### src/rtl/axi_burst_beat_gen.sv
// Expands one AXI burst command into per-beat address / byte-lane / strobe descriptors.
// One beat per cycle, beat 0 valid the cycle after the command handshake.
module axi_burst_beat_gen #(
  parameter int AddrWidth = 64,
  parameter int DataWidth = 64,
  parameter int IdWidth = 4,
  localparam int StrbWidth = DataWidth / 8,
  localparam int LaneWidth = $clog2(StrbWidth)
) (
  input  logic                 clk_i,
  input  logic                 rst_i,
  input  logic                 cmd_valid_i,
  output logic                 cmd_ready_o,
  input  logic [AddrWidth-1:0] cmd_addr_i,
  input  logic [7:0]           cmd_len_i,
  input  logic [2:0]           cmd_size_i,
  input  logic [1:0]           cmd_burst_i,
  input  logic [IdWidth-1:0]   cmd_id_i,
  output logic                 beat_valid_o,
  input  logic                 beat_ready_i,
  output logic [AddrWidth-1:0] beat_addr_o,
  output logic [7:0]           beat_idx_o,
  output logic                 beat_last_o,
  output logic [LaneWidth-1:0] beat_lo_byte_o,
  output logic [LaneWidth-1:0] beat_hi_byte_o,
  output logic [StrbWidth-1:0] beat_strb_o,
  output logic [IdWidth-1:0]   beat_id_o,
  output logic                 err_o,
  output logic [IdWidth-1:0]   err_id_o
);

  typedef enum logic {
    IDLE,
    BURST
  } state_t;

  typedef enum logic [1:0] {
    BURST_FIXED = 2'b00,
    BURST_INCR  = 2'b01,
    BURST_WRAP  = 2'b10
  } burst_t;

  state_t               state_reg, state_next;
  logic [AddrWidth-1:0] addr_reg, addr_next;
  logic [7:0]           idx_reg, idx_next;
  logic [7:0]           len_reg, len_next;
  logic [1:0]           burst_reg, burst_next;
  logic [IdWidth-1:0]   id_reg, id_next;
  logic [AddrWidth-1:0] n_reg, n_next;
  logic [LaneWidth-1:0] nm1_reg, nm1_next;
  logic [AddrWidth-1:0] wrap_mask_reg, wrap_mask_next;
  logic [LaneWidth-1:0] lo_reg, lo_next;
  logic [LaneWidth-1:0] hi_reg, hi_next;
  logic [StrbWidth-1:0] strb_reg, strb_calc;
  logic                 strb_load;
  logic                 err_reg, err_next;
  logic [IdWidth-1:0]   err_id_reg, err_id_next;

  // Command decode
  logic [AddrWidth-1:0] n_cmd;
  logic [AddrWidth-1:0] t_cmd;
  logic [LaneWidth-1:0] nm1_cmd;
  logic [LaneWidth-1:0] a_lane_cmd;
  logic                 wrap_len_ok;
  logic                 cmd_illegal;

  always_comb begin
    n_cmd       = AddrWidth'(1) << cmd_size_i;
    t_cmd       = n_cmd * (AddrWidth'(cmd_len_i) + AddrWidth'(1));
    nm1_cmd     = LaneWidth'((32'd1 << cmd_size_i) - 32'd1);
    a_lane_cmd  = cmd_addr_i[LaneWidth-1:0] & ~nm1_cmd;
    wrap_len_ok = (cmd_len_i == 8'd1) || (cmd_len_i == 8'd3) ||
                  (cmd_len_i == 8'd7) || (cmd_len_i == 8'd15);
    cmd_illegal = (cmd_burst_i == 2'b11) ||
                  (cmd_size_i > 3'(LaneWidth)) ||
                  ((cmd_burst_i == BURST_WRAP) &&
                   (!wrap_len_ok || ((cmd_addr_i & (n_cmd - AddrWidth'(1))) != '0)));
  end

  // Next-beat address; beats after the first are always size-aligned
  logic [AddrWidth-1:0] a_cur;
  logic [AddrWidth-1:0] adv_addr;

  always_comb begin
    a_cur = addr_reg & ~(n_reg - AddrWidth'(1));
    case (burst_reg)
      BURST_INCR: adv_addr = a_cur + n_reg;
      BURST_WRAP: adv_addr = (addr_reg & ~wrap_mask_reg) |
                             ((addr_reg + n_reg) & wrap_mask_reg);
      default:    adv_addr = addr_reg;
    endcase
  end

  logic beat_fire;
  logic is_last;
  logic cmd_fire;

  always_comb begin
    state_next     = state_reg;
    addr_next      = addr_reg;
    idx_next       = idx_reg;
    len_next       = len_reg;
    burst_next     = burst_reg;
    id_next        = id_reg;
    n_next         = n_reg;
    nm1_next       = nm1_reg;
    wrap_mask_next = wrap_mask_reg;
    lo_next        = lo_reg;
    hi_next        = hi_reg;
    strb_load      = 1'b0;
    err_next       = 1'b0;
    err_id_next    = err_id_reg;

    is_last     = (idx_reg == len_reg);
    beat_fire   = (state_reg == BURST) && beat_ready_i;
    cmd_ready_o = (state_reg == IDLE) || (beat_fire && is_last);
    cmd_fire    = cmd_valid_i && cmd_ready_o;

    if (cmd_fire && cmd_illegal) begin
      err_next    = 1'b1;
      err_id_next = cmd_id_i;
    end

    if (cmd_fire && !cmd_illegal) begin
      state_next     = BURST;
      addr_next      = cmd_addr_i;
      idx_next       = 8'd0;
      len_next       = cmd_len_i;
      burst_next     = cmd_burst_i;
      id_next        = cmd_id_i;
      n_next         = n_cmd;
      nm1_next       = nm1_cmd;
      wrap_mask_next = t_cmd - AddrWidth'(1);
      lo_next        = cmd_addr_i[LaneWidth-1:0];
      hi_next        = a_lane_cmd + nm1_cmd;
      strb_load      = 1'b1;
    end else if (beat_fire && is_last) begin
      state_next = IDLE;
    end else if (beat_fire) begin
      idx_next  = idx_reg + 8'd1;
      addr_next = adv_addr;
      // FIXED bursts repeat the lanes of beat 0
      if (burst_reg != BURST_FIXED) begin
        lo_next   = adv_addr[LaneWidth-1:0];
        hi_next   = adv_addr[LaneWidth-1:0] + nm1_reg;
        strb_load = 1'b1;
      end
    end
  end

  for (genvar gi = 0; gi < StrbWidth; gi++) begin : g_strb
    assign strb_calc[gi] = (LaneWidth'(gi) >= lo_next) && (LaneWidth'(gi) <= hi_next);
  end

  always_ff @(posedge clk_i) begin
    if (rst_i) begin
      state_reg     <= IDLE;
      addr_reg      <= '0;
      idx_reg       <= '0;
      len_reg       <= '0;
      burst_reg     <= '0;
      id_reg        <= '0;
      n_reg         <= '0;
      nm1_reg       <= '0;
      wrap_mask_reg <= '0;
      lo_reg        <= '0;
      hi_reg        <= '0;
      strb_reg      <= '0;
      err_reg       <= 1'b0;
      err_id_reg    <= '0;
    end else begin
      state_reg     <= state_next;
      addr_reg      <= addr_next;
      idx_reg       <= idx_next;
      len_reg       <= len_next;
      burst_reg     <= burst_next;
      id_reg        <= id_next;
      n_reg         <= n_next;
      nm1_reg       <= nm1_next;
      wrap_mask_reg <= wrap_mask_next;
      lo_reg        <= lo_next;
      hi_reg        <= hi_next;
      if (strb_load) begin
        strb_reg <= strb_calc;
      end
      err_reg       <= err_next;
      err_id_reg    <= err_id_next;
    end
  end

  assign beat_valid_o   = (state_reg == BURST);
  assign beat_addr_o    = addr_reg;
  assign beat_idx_o     = idx_reg;
  assign beat_last_o    = (state_reg == BURST) && is_last;
  assign beat_lo_byte_o = lo_reg;
  assign beat_hi_byte_o = hi_reg;
  assign beat_strb_o    = strb_reg;
  assign beat_id_o      = id_reg;
  assign err_o          = err_reg;
  assign err_id_o       = err_id_reg;

endmodule

### config.mk
export PLATFORM = sky130hd
export DESIGN_NAME = axi_burst_beat_gen
export DESIGN_NICKNAME = d
export VERILOG_FILES = /design/src/rtl/axi_burst_beat_gen.sv
export SDC_FILE = /design/constraint.sdc
export NUM_CORES = 1
export LEC_CHECK = 0
export ABC_AREA = 1
export BUFFER_PORTS_ARGS = -buffer_cell sky130_fd_sc_hd__buf_2
export CAP_MARGIN = 25
export CORE_AREA = 2 2 186 279
export DETAILED_ROUTE_END_ITERATION = 7
export DIE_AREA = 0 0 188 281
export GPL_ROUTABILITY_DRIVEN = 0
export SLEW_MARGIN = 30
export SYNTH_ARGS = -nofsm -noshare
export SYNTH_HDL_FRONTEND = slang
export SYNTH_SLANG_ARGS = --single-unit
### constraint.sdc
create_clock -name clk_i -period 6.95 [get_ports clk_i]
set_input_delay 1.0425 -clock clk_i [delete_from_list [all_inputs] [get_ports clk_i]]
set_output_delay 1.0425 -clock clk_i [all_outputs]
set_load 0.01 [all_outputs]
Yosys cells after proc, flatten, opt, wreduce, memory -nomap -nowiden. Index checks and enable logic that the tools add are counted.

Output and inout bits: 98. Input bits: 85. Logic and storage cells: 118. Register bits: 237.

Order comparisons: 17. Shifts and indexed selects: 2. Reductions and logical operators: 33. Muxes and demuxes: 19. Equal/unequal tests: 10. Bitwise operators: 11. Add/subtract/negate cells: 10. Multipliers: 1.

Operator list (number): bitwise AND 64 bit (4); two-way mux 64 bit (3); subtractor 64 x 1 -> 64 bit (second input constant) (3); adder 64 bit (2); NOT 64 bit (2); one-hot mux 64 bit (2 select lines) (1); multiplier 64 x 9 -> 64 bit (1); bitwise OR 64 bit (1); nonzero test 64 bit (1); << shifter 1 x 3 -> 64 bit (first input constant) (1); two-way mux 3 bit (8); logical AND 1 bit (15); greater-or-equal comparator 3 bit (first input constant) (4); less-or-equal comparator 3 bit (first input constant) (4); adder 8 x 1 -> 9 bit (second input constant) (1); adder 8 x 1 -> 8 bit (second input constant) (1); equality test 8 x 1 -> 1 bit (second input constant) (1); equality test 8 x 2 -> 1 bit (second input constant) (1); equality test 8 x 3 -> 1 bit (second input constant) (1); equality test 8 x 4 -> 1 bit (second input constant) (1); equality test 8 bit (1); logical OR 1 bit (7); two-way mux 1 bit (7); adder 3 bit (2); other kinds (19) (30).

Logic depth before layout (Yosys ltp). Gate-level depths: netlist of the first run.

Word-level depth: 13. Depth in mapped cells: 28. Mapped depth without buffers: 28.

Least setup slack after synthesis of the first run. OpenSTA, ideal clock, no wires.

Kind: input port to flip-flop. Start point: input port cmd_len_i[0]. End point: register wrap_mask_reg[35]. Slack: 0.673 ns. Library setup time: 0.131 ns. Arrival time: 6.146 ns. Required time: 6.819 ns. Buffers on the path: 0. Cell stages on the path: 26. Cell sequence: inv_1 -> nor3_1 -> or2_2 -> nand2_1 -> inv_1 -> nand2_1 -> fa_1 -> inv_1 -> fa_1 -> inv_1 -> fa_1 -> inv_1 -> fa_1 -> inv_1 -> fa_1 -> inv_1 -> ha_1 -> nand2_1 -> inv_1 -> a21oi_1 -> o21ai_0 -> a21oi_1 -> o21ai_0 -> a21oi_1 -> nand3_1 -> o21ai_0.

Cells in the longest elaborated chain, start to end: 10. Elaborated cells on any way between the ends: 16. Classes of those cells: add/sub (2); mul (1); eq/ne (4); reduce/logical (9).

RTL lines: start: declaration (RTL line 15) `input logic [7:0] cmd_len_i,`; branches (longest 10 deep; another with multiplier 64 x 9 -> 64 bit); end signal: assignment (RTL line 180) `wrap_mask_reg <= wrap_mask_next;`; end: declaration (RTL line 51) `logic [AddrWidth-1:0] wrap_mask_reg, wrap_mask_next;`.

Parallel ways; which one is timed is not known. A chain may end at the register's enable or synchronous reset.

Worst setup path after layout of the first run.
Start point: input port cmd_len_i[0]. End point: register wrap_mask_reg[47].

Same word-level chain as after synthesis.

==> flow_metrics.py, run 1 <==
metrics = {
    "yosys": {
        "syn_area_um2": 15900,
        "async_reset_ff_share_pct": 0,
        "netlist_instances": 2741,
        "synthesis.nets": 2960,
        "ys_seq_area_share_pct": 19.7,
        "ys_warn_count": 0,
        "synth_edf_count": 0,
        "syn_avg_cell_area_um2": 5.82,
        "ys_ff_latch": 157,
        "yosysUniqueCellTypes": 49,
        "ys.flop_type": "dfxtp_1",
    },
    "global_routing": {
        "grt_overflow_total": 0,
        "antenna_found_initial": 7,
        "grt_pass1_vias": 18300,
        "grt_max_degree": 69,
        "track_usage_pct": 29.2,
        "grt_pass1_wl_mm": 114,
    },
    "worst_setup_path": {
        "cp.arrival_ns": 6.74,
        "start_kind": "input port",
        "path_max_fanout": 9,
        "worstPathRequired_ns": 7.30,
        "cp_common_cell": "inv_1",
        "r2r_slack_ns": 2.46,
        "path_class": "input port to register",
        "r2r_cells": 20,
        "cp_slowest_cell": "fa_1",
        "critPathMaxStageDelay_ns": 0.55,
        "endpoint_kind": "register",
        "rr_endpoint": "beat_strb_o[5]",
        "reg2reg_from": "burst_reg[0]",
    },
    "cells_and_area": {
        "finalInstanceArea_um2": 18300,
        "final_cells": 3594,
        "syn2layout_area_growth_pct": 14.7,
        "multi_input_area_um2": 11000,
        "drive_gt1_share_pct": 10.8,
        "largest_register_ffs": 64,
        "regArea_um2": 3140,
        "fin_nets": 3131,
        "diodes": 0,
        "fillers": 5693,
    },
    "timing": {
        "tightestPinTransition_ns": 1.02,
        "slew_headroom_pct": 31.3,
        "setup_viol": 0,
        "max_freq_mhz": 157,
        "finalCriticalPeriod_ns": 6.39,
        "finClkSkew_ns": 0.0177,
        "finalHoldViolCount": 0,
        "rsz0062_at_grt": "no",
        "maxSlewViolCount": 0,
        "tns_ns": 0,
        "fin_crit_sh_pct": 91.9,
    },
    "route": {
        "vias_per_cell": 5.32,
        "drc": 0,
        "first_pass_iters": 8,
        "ant_nets": 0,
        "drt-initial-drc-count": 1901,
        "avgRoutedWirePerCell_um": 21.6,
        "vias": 19100,
        "drt_wl_total_mm": 77.5,
    },
    "cts": {
        "clkSinkCount": 157,
        "hold_buffers": 0,
        "root_buffer": "clkbuf_16",
        "clockBufferDepth": 2,
        "cts_resized": 0,
        "path_clk_slew_ns": 0.08,
        "clkLatencyLatePin_ns": 0.48,
        "htreeDepth": 4,
        "postCtsSetupBuffers": 0,
        "cts_tree": "yes",
        "cts_made_buffers": 17,
    },
    "placement": {
        "place_hpwl_mm": 58.9,
        "placed_area_um2": 17600,
        "dpl.cell_count": 3561,
        "port_buffers": 182,
    },
    "floorplanning": {
        "die_x_um": 188,
        "die_h_um": 281,
        "io_pins": 183,
        "initial_core_util_pct": 31.6,
        "dieArea_um2": 52800,
        "core.rowCount": 101,
        "core_area_um2": 50400,
    },
    "power": {
        "pwr-share-comb_pct": 26.8,
        "cell_internal_pwr_uw": 1690,
        "seq_power_share_pct": 36.6,
        "irDropWorstVdd_uv": 149,
        "netSwitchingPower_uw": 1070,
        "switching_share_pct": 38.6,
        "p_leak_uw": 0.00831,
        "clkPwrFrac_pct": 36.6,
        "p_per_area_nw_per_um2": 151,
    },
    "min_path": {
        "whs_path_depth": 2,
        "worstHoldEndpoint": "beat_strb_o[0]",
        "worstHoldStart": "beat_strb_o[0]",
        "hp-class": "register to register",
    },
    "run_status": {
        "status": "completed",
    },
    "flow_run": {
        "drv_cap": 0,
    },
}
[stage by stage]
step	utilization [%]	worst slack, ns	power, uW	hold WS, ns
after floorplan	-	0.673	1500	0.412
after global placement	34.9	0.142	1750	0.445
after detailed placement	35.0	0.103	1750	0.457
after CTS	36.2	0.575	2740	0.472
after global routing	36.3	0.0742	2890	0.493
final	36.3	0.561	2760	0.472
[layout make-up]
type | count | area share (%)
clock buffer | 17 | 2.33
clock inverter | 15 | 1.05
inverter | 418 | 8.58
multi-input combinational | 2108 | 60.1
sequential | 157 | 17.2
tap | 669 | 4.58
timing repair buffer | 210 | 6.22
[metal layers]
metal  routed length (um)  GRT usage [%]
met3                 7350           9.95
met1                26600           29.6
met2                35500           48.0
met5                   97              0
met4                 7850           25.5
[worst max-delay path, delay by kind of cell]
family | cells | cell delay [ns]
and+or+nand+nor | 6 | 0.72
AOI/OAI and AO/OA | 6 | 1.22
buffers and inverters | 10 | 0.83
adders and majority gates | 6 | 2.90
[power by group through the flow]
stage          clock [uW]  sequential [uW]  combinational [uW]
2_1_floorplan           0             1000                 493
3_3_place_gp            0             1020                 723
3_5_place_dp            0             1020                 725
4_1_cts              1010             1000                 732
5_1_grt              1050             1010                 831
6_report             1010             1010                 739
[Yosys cell counts (16+ instances only)]
master | n | area [um^2]
a21oi_1 | 123 | 616
buf_2 | 16 | 80.1
clkbuf_1 | 28 | 105
dfxtp_1 | 157 | 3140
fa_1 | 48 | 961
ha_1 | 86 | 1080
inv_1 | 402 | 1510
nand2_1 | 789 | 2960
nand3_1 | 229 | 1150
nand4_1 | 64 | 400
nor2_1 | 384 | 1440
nor2_2 | 23 | 144
nor3_1 | 39 | 195
o21ai_0 | 170 | 851
o21ai_1 | 19 | 95.1
o22ai_1 | 22 | 138
xor2_1 | 24 | 210
[cell families (layout without fill, tap and decap cells)]
group                      after synthesis  in the layout  synth area share, %
DFF                                    157            157                 19.7
other                                    1              1               0.0235
buffers and inverters                  476            660                 11.7
AOI/OAI and AO/OA                      377            377                 12.9
and+or+nand+nor                       1561           1561                 41.0
adders and majority gates              134            134                 12.8
muxes                                    2              2                0.126
xor gates and xnor gates                33             33                 1.81
[worst max-delay path by stage]
stage	depth (start not counted)	end	startpoint
2_1_floorplan	26	wrap_mask_reg[35]	cmd_len_i[0]
3_3_place_gp	28	wrap_mask_reg[55]	cmd_len_i[0]
3_5_place_dp	28	wrap_mask_reg[47]	cmd_len_i[0]
4_1_cts	28	wrap_mask_reg[47]	cmd_len_i[0]
5_1_grt	28	wrap_mask_reg[57]	cmd_len_i[0]
6_report	28	wrap_mask_reg[47]	cmd_len_i[0]
[cells in the final DEF, fill, tap and decap left out, types with 9 or more instances in the layout]
| cell type | n |
|---|---|
| a31oi_1 | 13 |
| dfxtp_1 | 157 |
| o22ai_1 | 22 |
| nor2_2 | 25 |
| nor3_1 | 37 |
| nand4_1 | 64 |
| clkbuf_16 | 17 |
| nor2_1 | 381 |
| buf_2 | 182 |
| nand3_1 | 229 |
| nand2_1 | 788 |
| ha_1 | 84 |
| a21oi_1 | 123 |
| xnor2_1 | 9 |
| xor2_1 | 24 |
| fa_1 | 48 |
| inv_2 | 14 |
| o21ai_0 | 170 |
| o21ai_1 | 19 |
| inv_1 | 402 |
| buf_4 | 26 |
Power figures use the tool's default switching activity.
==> run 2, diff against run 1 <==
Settings changed: ABC_AREA 1 to not set, CORE_AREA 2 2 186 279 to 2 2 154 307, DIE_AREA 0 0 188 281 to 0 0 156 309.
==> flow_metrics.py, run 2 <==
metrics = {
    "worst_setup_path": {
        "cp.arrival_ns": 6.99,
        "cp_common_cell": "fa_1",
        "start_kind": "input port",
        "endpoint_kind": "register",
        "path_class": "input port to register",
        "cp.depth": 23,
        "path_delay_family": "adder cells",
        "path_cells": "buf_2 > ha_1 > nand3_1 > nor2_1 > xnor2_1 > nand2b_1 > fa_1 > inv_1 > fa_1 > fa_1 > fa_1 > inv_1 > fa_1 > inv_1 > ha_1 > a2111oi_1 > o21ai_0 > a31o_2 > nand3_1 > a31oi_1 > a211oi_1 > and2_1 > a21o_1",
        "r2r_cells": 10,
        "critPathMaxStageDelay_ns": 0.54,
        "crit_buf_inv": 4,
        "cp_slowest_cell": "fa_1",
        "worstPathRequired_ns": 7.34,
        "path_max_fanout": 9,
    },
    "route": {
        "met3_length_mm": 5.19,
        "drt-initial-drc-count": 1349,
        "top_layer": "met5",
        "drt-met1-wl_mm": 21.6,
        "wl_met2_mm": 33.4,
        "first_pass_iters": 6,
        "vias_per_cell": 6.10,
        "drt_wl_total_mm": 67.1,
        "vias": 16200,
        "drc": 0,
        "avgRoutedWirePerCell_um": 25.2,
        "ant_nets": 0,
    },
    "timing": {
        "setup_viol": 0,
        "rsz0062_at_grt": "no",
        "finalCriticalPeriod_ns": 6.60,
        "finClkSkew_ns": 0.0187,
        "hold_ws_ns": 0.449,
        "finalHoldViolCount": 0,
        "tightestPinTransition_ns": 1.20,
        "slew_headroom_pct": 19.5,
        "fin_crit_sh_pct": 95.0,
        "max_freq_mhz": 152,
        "maxSlewViolCount": 0,
    },
    "cells_and_area": {
        "diodes": 0,
        "final_cell_mix": "nand2_1 (290), buf_2 (181), dfxtp_1 (157), nor2_1 (156), a21oi_1 (111)",
        "layout_commonest_cell": "nand2_1",
        "largest_register_ffs": 64,
        "syn2layout_area_growth_pct": 14.3,
        "finalInstanceArea_um2": 16600,
        "utilization_pct": 36.4,
        "drive_gt1_share_pct": 14.9,
        "final_cells": 2662,
        "fin_nets": 2304,
        "fillers": 4811,
    },
    "min_path": {
        "whs_path_depth": 2,
        "hp-class": "register to register",
    },
    "floorplanning": {
        "core.rowCount": 111,
        "die_x_um": 156,
        "core_area_um2": 45700,
        "io_pins": 183,
        "initial_core_util_pct": 31.9,
        "die_h_um": 309,
        "dieArea_um2": 48200,
    },
    "yosys": {
        "syn_area_um2": 14600,
        "syn_avg_cell_area_um2": 7.38,
        "ys_seq_area_share_pct": 21.6,
        "netlist_instances": 1972,
        "synth.most_common_cell": "nand2_1",
        "synth_largest_area_cell": "dfxtp_1",
        "async_reset_ff_share_pct": 0,
        "synth_top_area_share_pct": 21.6,
        "ys_warn_count": 0,
        "ys_ff_latch": 157,
        "synthesis.nets": 2191,
        "synth_edf_count": 0,
        "ys.flop_type": "dfxtp_1",
        "yosysUniqueCellTypes": 87,
        "synth_common_cells": "nand2_1 (290), nor2_1 (158), dfxtp_1 (157)",
        "synth_area_leaders": "dfxtp_1 (22%), nand2_1 (7.5%), ha_1 (7.4%), fa_1 (6.6%), nor2_1 (4.1%)",
    },
    "global_routing": {
        "antenna_found_initial": 4,
        "track_usage_pct": 27.6,
        "grt_max_degree": 88,
        "grt_pass1_vias": 16400,
        "grt_overflow_total": 0,
        "grt_pass1_wl_mm": 99.6,
    },
    "run_status": {
        "status": "completed",
    },
    "cts": {
        "clkSinkCount": 157,
        "clkLatencyLatePin_ns": 0.46,
        "root_buffer": "clkbuf_16",
        "clockBufferDepth": 2,
        "cts_tree": "yes",
        "postCtsSetupBuffers": 0,
        "hold_buffers": 0,
        "cts_resized": 0,
        "htreeDepth": 4,
        "cts_made_buffers": 17,
        "path_clk_slew_ns": 0.07,
    },
    "placement": {
        "dpl.cell_count": 2631,
        "placed_area_um2": 16000,
        "port_buffers": 182,
        "place_hpwl_mm": 50.5,
    },
    "power": {
        "p_per_area_nw_per_um2": 164,
        "irDropWorstVdd_uv": 165,
        "p_leak_uw": 0.00662,
    },
    "flow_run": {
        "drv_cap": 0,
    },
}
-- run 2: cell types whose count changed in the layout (fill, tap and decap cells not counted), sizes merged, moves of 29 or more --
cell	change
xnor2	+54
inv	-308
nand3	-132
nor2	-251
nand2b	+29
nand2	-503
nor4	+43
and3	+47
o21ai	-130
a31oi	+34
-- run 2: power by group --
group          total [uW]  internal, uW  switching, uW
Combinational         748           296            452
Sequential           1000           939           61.8
Clock                 984           535            449
-- run 2: kinds of logic (layout without fill, tap and decap cells) --
family,after synthesis,in the layout,share of synthesized area [%]
mux,31,31,2.17
fa+ha+maj,134,134,14.0
simple gates,880,880,30.1
xor+xnor,96,96,5.78
compound gates,426,426,19.7
other cells,1,1,0.0258
flops,157,157,21.6
buf+inv,247,372,6.73
-- run 2: metal layers --
layer | track usage (%) | up-vias
met2 | 48.5 | 917
met3 | 6.58 | 336
li1 | - | 7319
met1 | 26.4 | 7657
met4 | 25.0 | 6
met5 | 0 | -
-- run 2: worst reg2reg max path, delay by kind of cell, from the launching register on --
family                   cells  cell delay (ns)
flip-flops                   1             0.59
adder cells (fa/ha/maj)      1             0.31
buffers and inverters        1             0.14
AO/OA/AOI/OAI                3             0.59
AND/OR/NAND/NOR              4             2.76
multiplexers                 1             0.25
-- run 2: per-stage QoR --
step	setup slack (ns)	total power [uW]	TNS [ns]
CTS	0.317	2720	0
global placement	0.113	1750	0
finish	0.351	2730	0
detailed placement	-0.149	1750	-1.43
global route	0.0807	2860	0
floorplan	0.189	1500	0
-- run 2: worst paths after layout --
kind	from	endpoint	slack [ns]
max	cmd_len_i[0]	wrap_mask_reg[54]	0.35
min	beat_strb_o[5]	beat_strb_o[5]	0.45
max reg2reg	n_reg[1]	beat_addr_o[54]	2.27
min reg2reg	beat_strb_o[5]	beat_strb_o[5]	0.45
-- run 2: area by class of cell --
type | count | area [um^2] | share of cell area (%)
Sequential cell | 157 | 3140 | 18.9
Clock inverter | 14 | 159 | 0.955
Tap cell | 565 | 707 | 4.25
Inverter | 109 | 409 | 2.46
Multi-Input combinational cell | 1568 | 10500 | 63.1
Timing Repair Buffer | 232 | 1300 | 7.82
Clock buffer | 17 | 425 | 2.56
==> run 3, diff against run 2 <==
Settings changed: ABC_AREA set to 1, CORE_AREA 2 2 154 307 to 2 2 161 321, DIE_AREA 0 0 156 309 to 0 0 163 323.
==> flow_metrics.py, run 3 (synthesized netlist as in run 1, its figures left out) <==
metrics = {
    "route": {
        "ant_nets": 0,
        "drt-initial-drc-count": 1984,
        "vias": 19100,
        "first_pass_iters": 8,
        "vias_per_cell": 5.33,
        "avgRoutedWirePerCell_um": 18.6,
        "drt_wl_total_mm": 66.6,
        "drc": 4,
    },
    "timing": {
        "finalHoldViolCount": 0,
        "slew_headroom_pct": 40.7,
        "tightestPinTransition_ns": 0.890,
        "max_freq_mhz": 155,
        "maxSlewViolCount": 0,
        "finalCriticalPeriod_ns": 6.46,
        "setup_viol": 0,
        "fin_crit_sh_pct": 92.9,
        "finClkSkew_ns": 0.0225,
        "rsz0062_at_grt": "no",
    },
    "worst_setup_path": {
        "path_max_fanout": 9,
        "path_class": "input port to register",
        "worstPathRequired_ns": 7.33,
        "start_kind": "input port",
        "cp.arrival_ns": 6.83,
        "endpoint_kind": "register",
    },
    "global_routing": {
        "grt_max_degree": 59,
        "antenna_found_initial": 3,
        "grt_overflow_total": 0,
        "track_usage_pct": 25.4,
        "grt_pass1_wl_mm": 103,
        "grt_pass1_vias": 17900,
    },
    "cts": {
        "path_clk_slew_ns": 0.07,
        "htreeDepth": 4,
        "clkLatencyLatePin_ns": 0.47,
        "cts_tree": "yes",
        "postCtsSetupBuffers": 0,
        "clkSinkCount": 157,
        "hold_buffers": 0,
        "cts_made_buffers": 17,
        "cts_resized": 0,
        "clockBufferDepth": 2,
        "root_buffer": "clkbuf_16",
    },
    "floorplanning": {
        "dieArea_um2": 52600,
        "core_area_um2": 50500,
        "die_x_um": 163,
        "initial_core_util_pct": 31.6,
        "core.rowCount": 117,
        "io_pins": 183,
        "die_h_um": 323,
    },
    "cells_and_area": {
        "fin_nets": 3131,
        "drive_gt1_share_pct": 10.6,
        "largest_register_ffs": 64,
        "layout_commonest_cell": "nand2_1",
        "finalInstanceArea_um2": 18200,
        "utilization_pct": 36.0,
        "final_cell_mix": "nand2_1 (789), inv_1 (402), nor2_1 (383), nand3_1 (229), buf_2 (182)",
        "diodes": 0,
        "syn2layout_area_growth_pct": 14.0,
        "fillers": 5598,
    },
    "run_status": {
        "status": "complete, but fails checks",
        "failed_checks": "DRC",
    },
    "placement": {
        "place_hpwl_mm": 54.0,
        "port_buffers": 182,
        "placed_area_um2": 17600,
    },
    "power": {
        "irDropWorstVdd_uv": 144,
        "p_per_area_nw_per_um2": 148,
        "p_leak_uw": 0.00827,
    },
    "flow_run": {
        "drv_cap": 0,
    },
    "min_path": {
        "hp-class": "register to register",
    },
}
## run 3: final timing paths
check,slack [ns],endpoint,cells after the start,from
worst max register to register,3.24,beat_addr_o[43],12,beat_idx_o[3]
worst min register to register,0.46,wrap_mask_reg[34],2,wrap_mask_reg[34]
worst max-delay path,0.49,wrap_mask_reg[35],26,cmd_len_i[0]
worst min-delay path,0.46,wrap_mask_reg[34],2,wrap_mask_reg[34]
## run 3: area by class of cell
type                            count  area [um^2]  area share [%]
Multi-Input combinational cell   2108        10900            60.2
Sequential cell                   157         3140            17.3
Inverter                          418         1570            8.63
Timing Repair Buffer              210         1120            6.17
Tap cell                          654          818            4.50
Clock buffer                       17          425            2.34
Clock inverter                     15          163           0.895
## run 3: report_power, final
| part | internal [uW] | switching (uW) | leakage (uW) |
|---|---|---|---|
| registers | 942 | 56.8 | 0.00128 |
| clock network | 484 | 486 | 0.000286 |
| logic | 261 | 466 | 0.00670 |
| total | 1690 | 1010 | 0.00827 |
## run 3: stage by stage
step                      hold WS, ns  power, uW  instances  TNS, ns  worst slack [ns]
after floorplan                 0.412       1500       2741        0             0.673
after global placement          0.441       1730       3547  -0.0470           -0.0133
after detailed placement        0.446       1730       3547  -0.0892           -0.0227
after CTS                       0.459       2700       3579        0             0.451
after global routing            0.489       2840       3579        0             0.108
final                           0.460       2700       3579        0             0.492
## run 3: worst max-delay path, cell delays in order
cell and delay, ns:
buf_2 0.14, inv_1 0.07, nor3_1 0.22, or2_2 0.14, nand2_1 0.06, inv_1 0.11, nand2_1 0.09, fa_1 0.53
inv_1 0.05, fa_1 0.51, inv_1 0.05, fa_1 0.47, inv_1 0.05, fa_1 0.53, inv_1 0.05, fa_1 0.52
inv_1 0.04, ha_1 0.34, a21o_1 0.19, a21oi_1 0.18, o21ai_0 0.16, a21oi_1 0.24, o21ai_1 0.17, a21oi_1 0.26
nand3_1 0.40, o21ai_0 0.21
## run 3: routing by layer
metal  wire length, um  global-route usage, %  vias up  share of wire, %
li1                  -                      -     9123                 -
met5                21                      0        -             0.032
met2             29300                   40.6      989                44
met3              6120                   4.76      187               9.2
met1             27900                   33.2     8777                42
met4              3250                   11.1        4               4.9
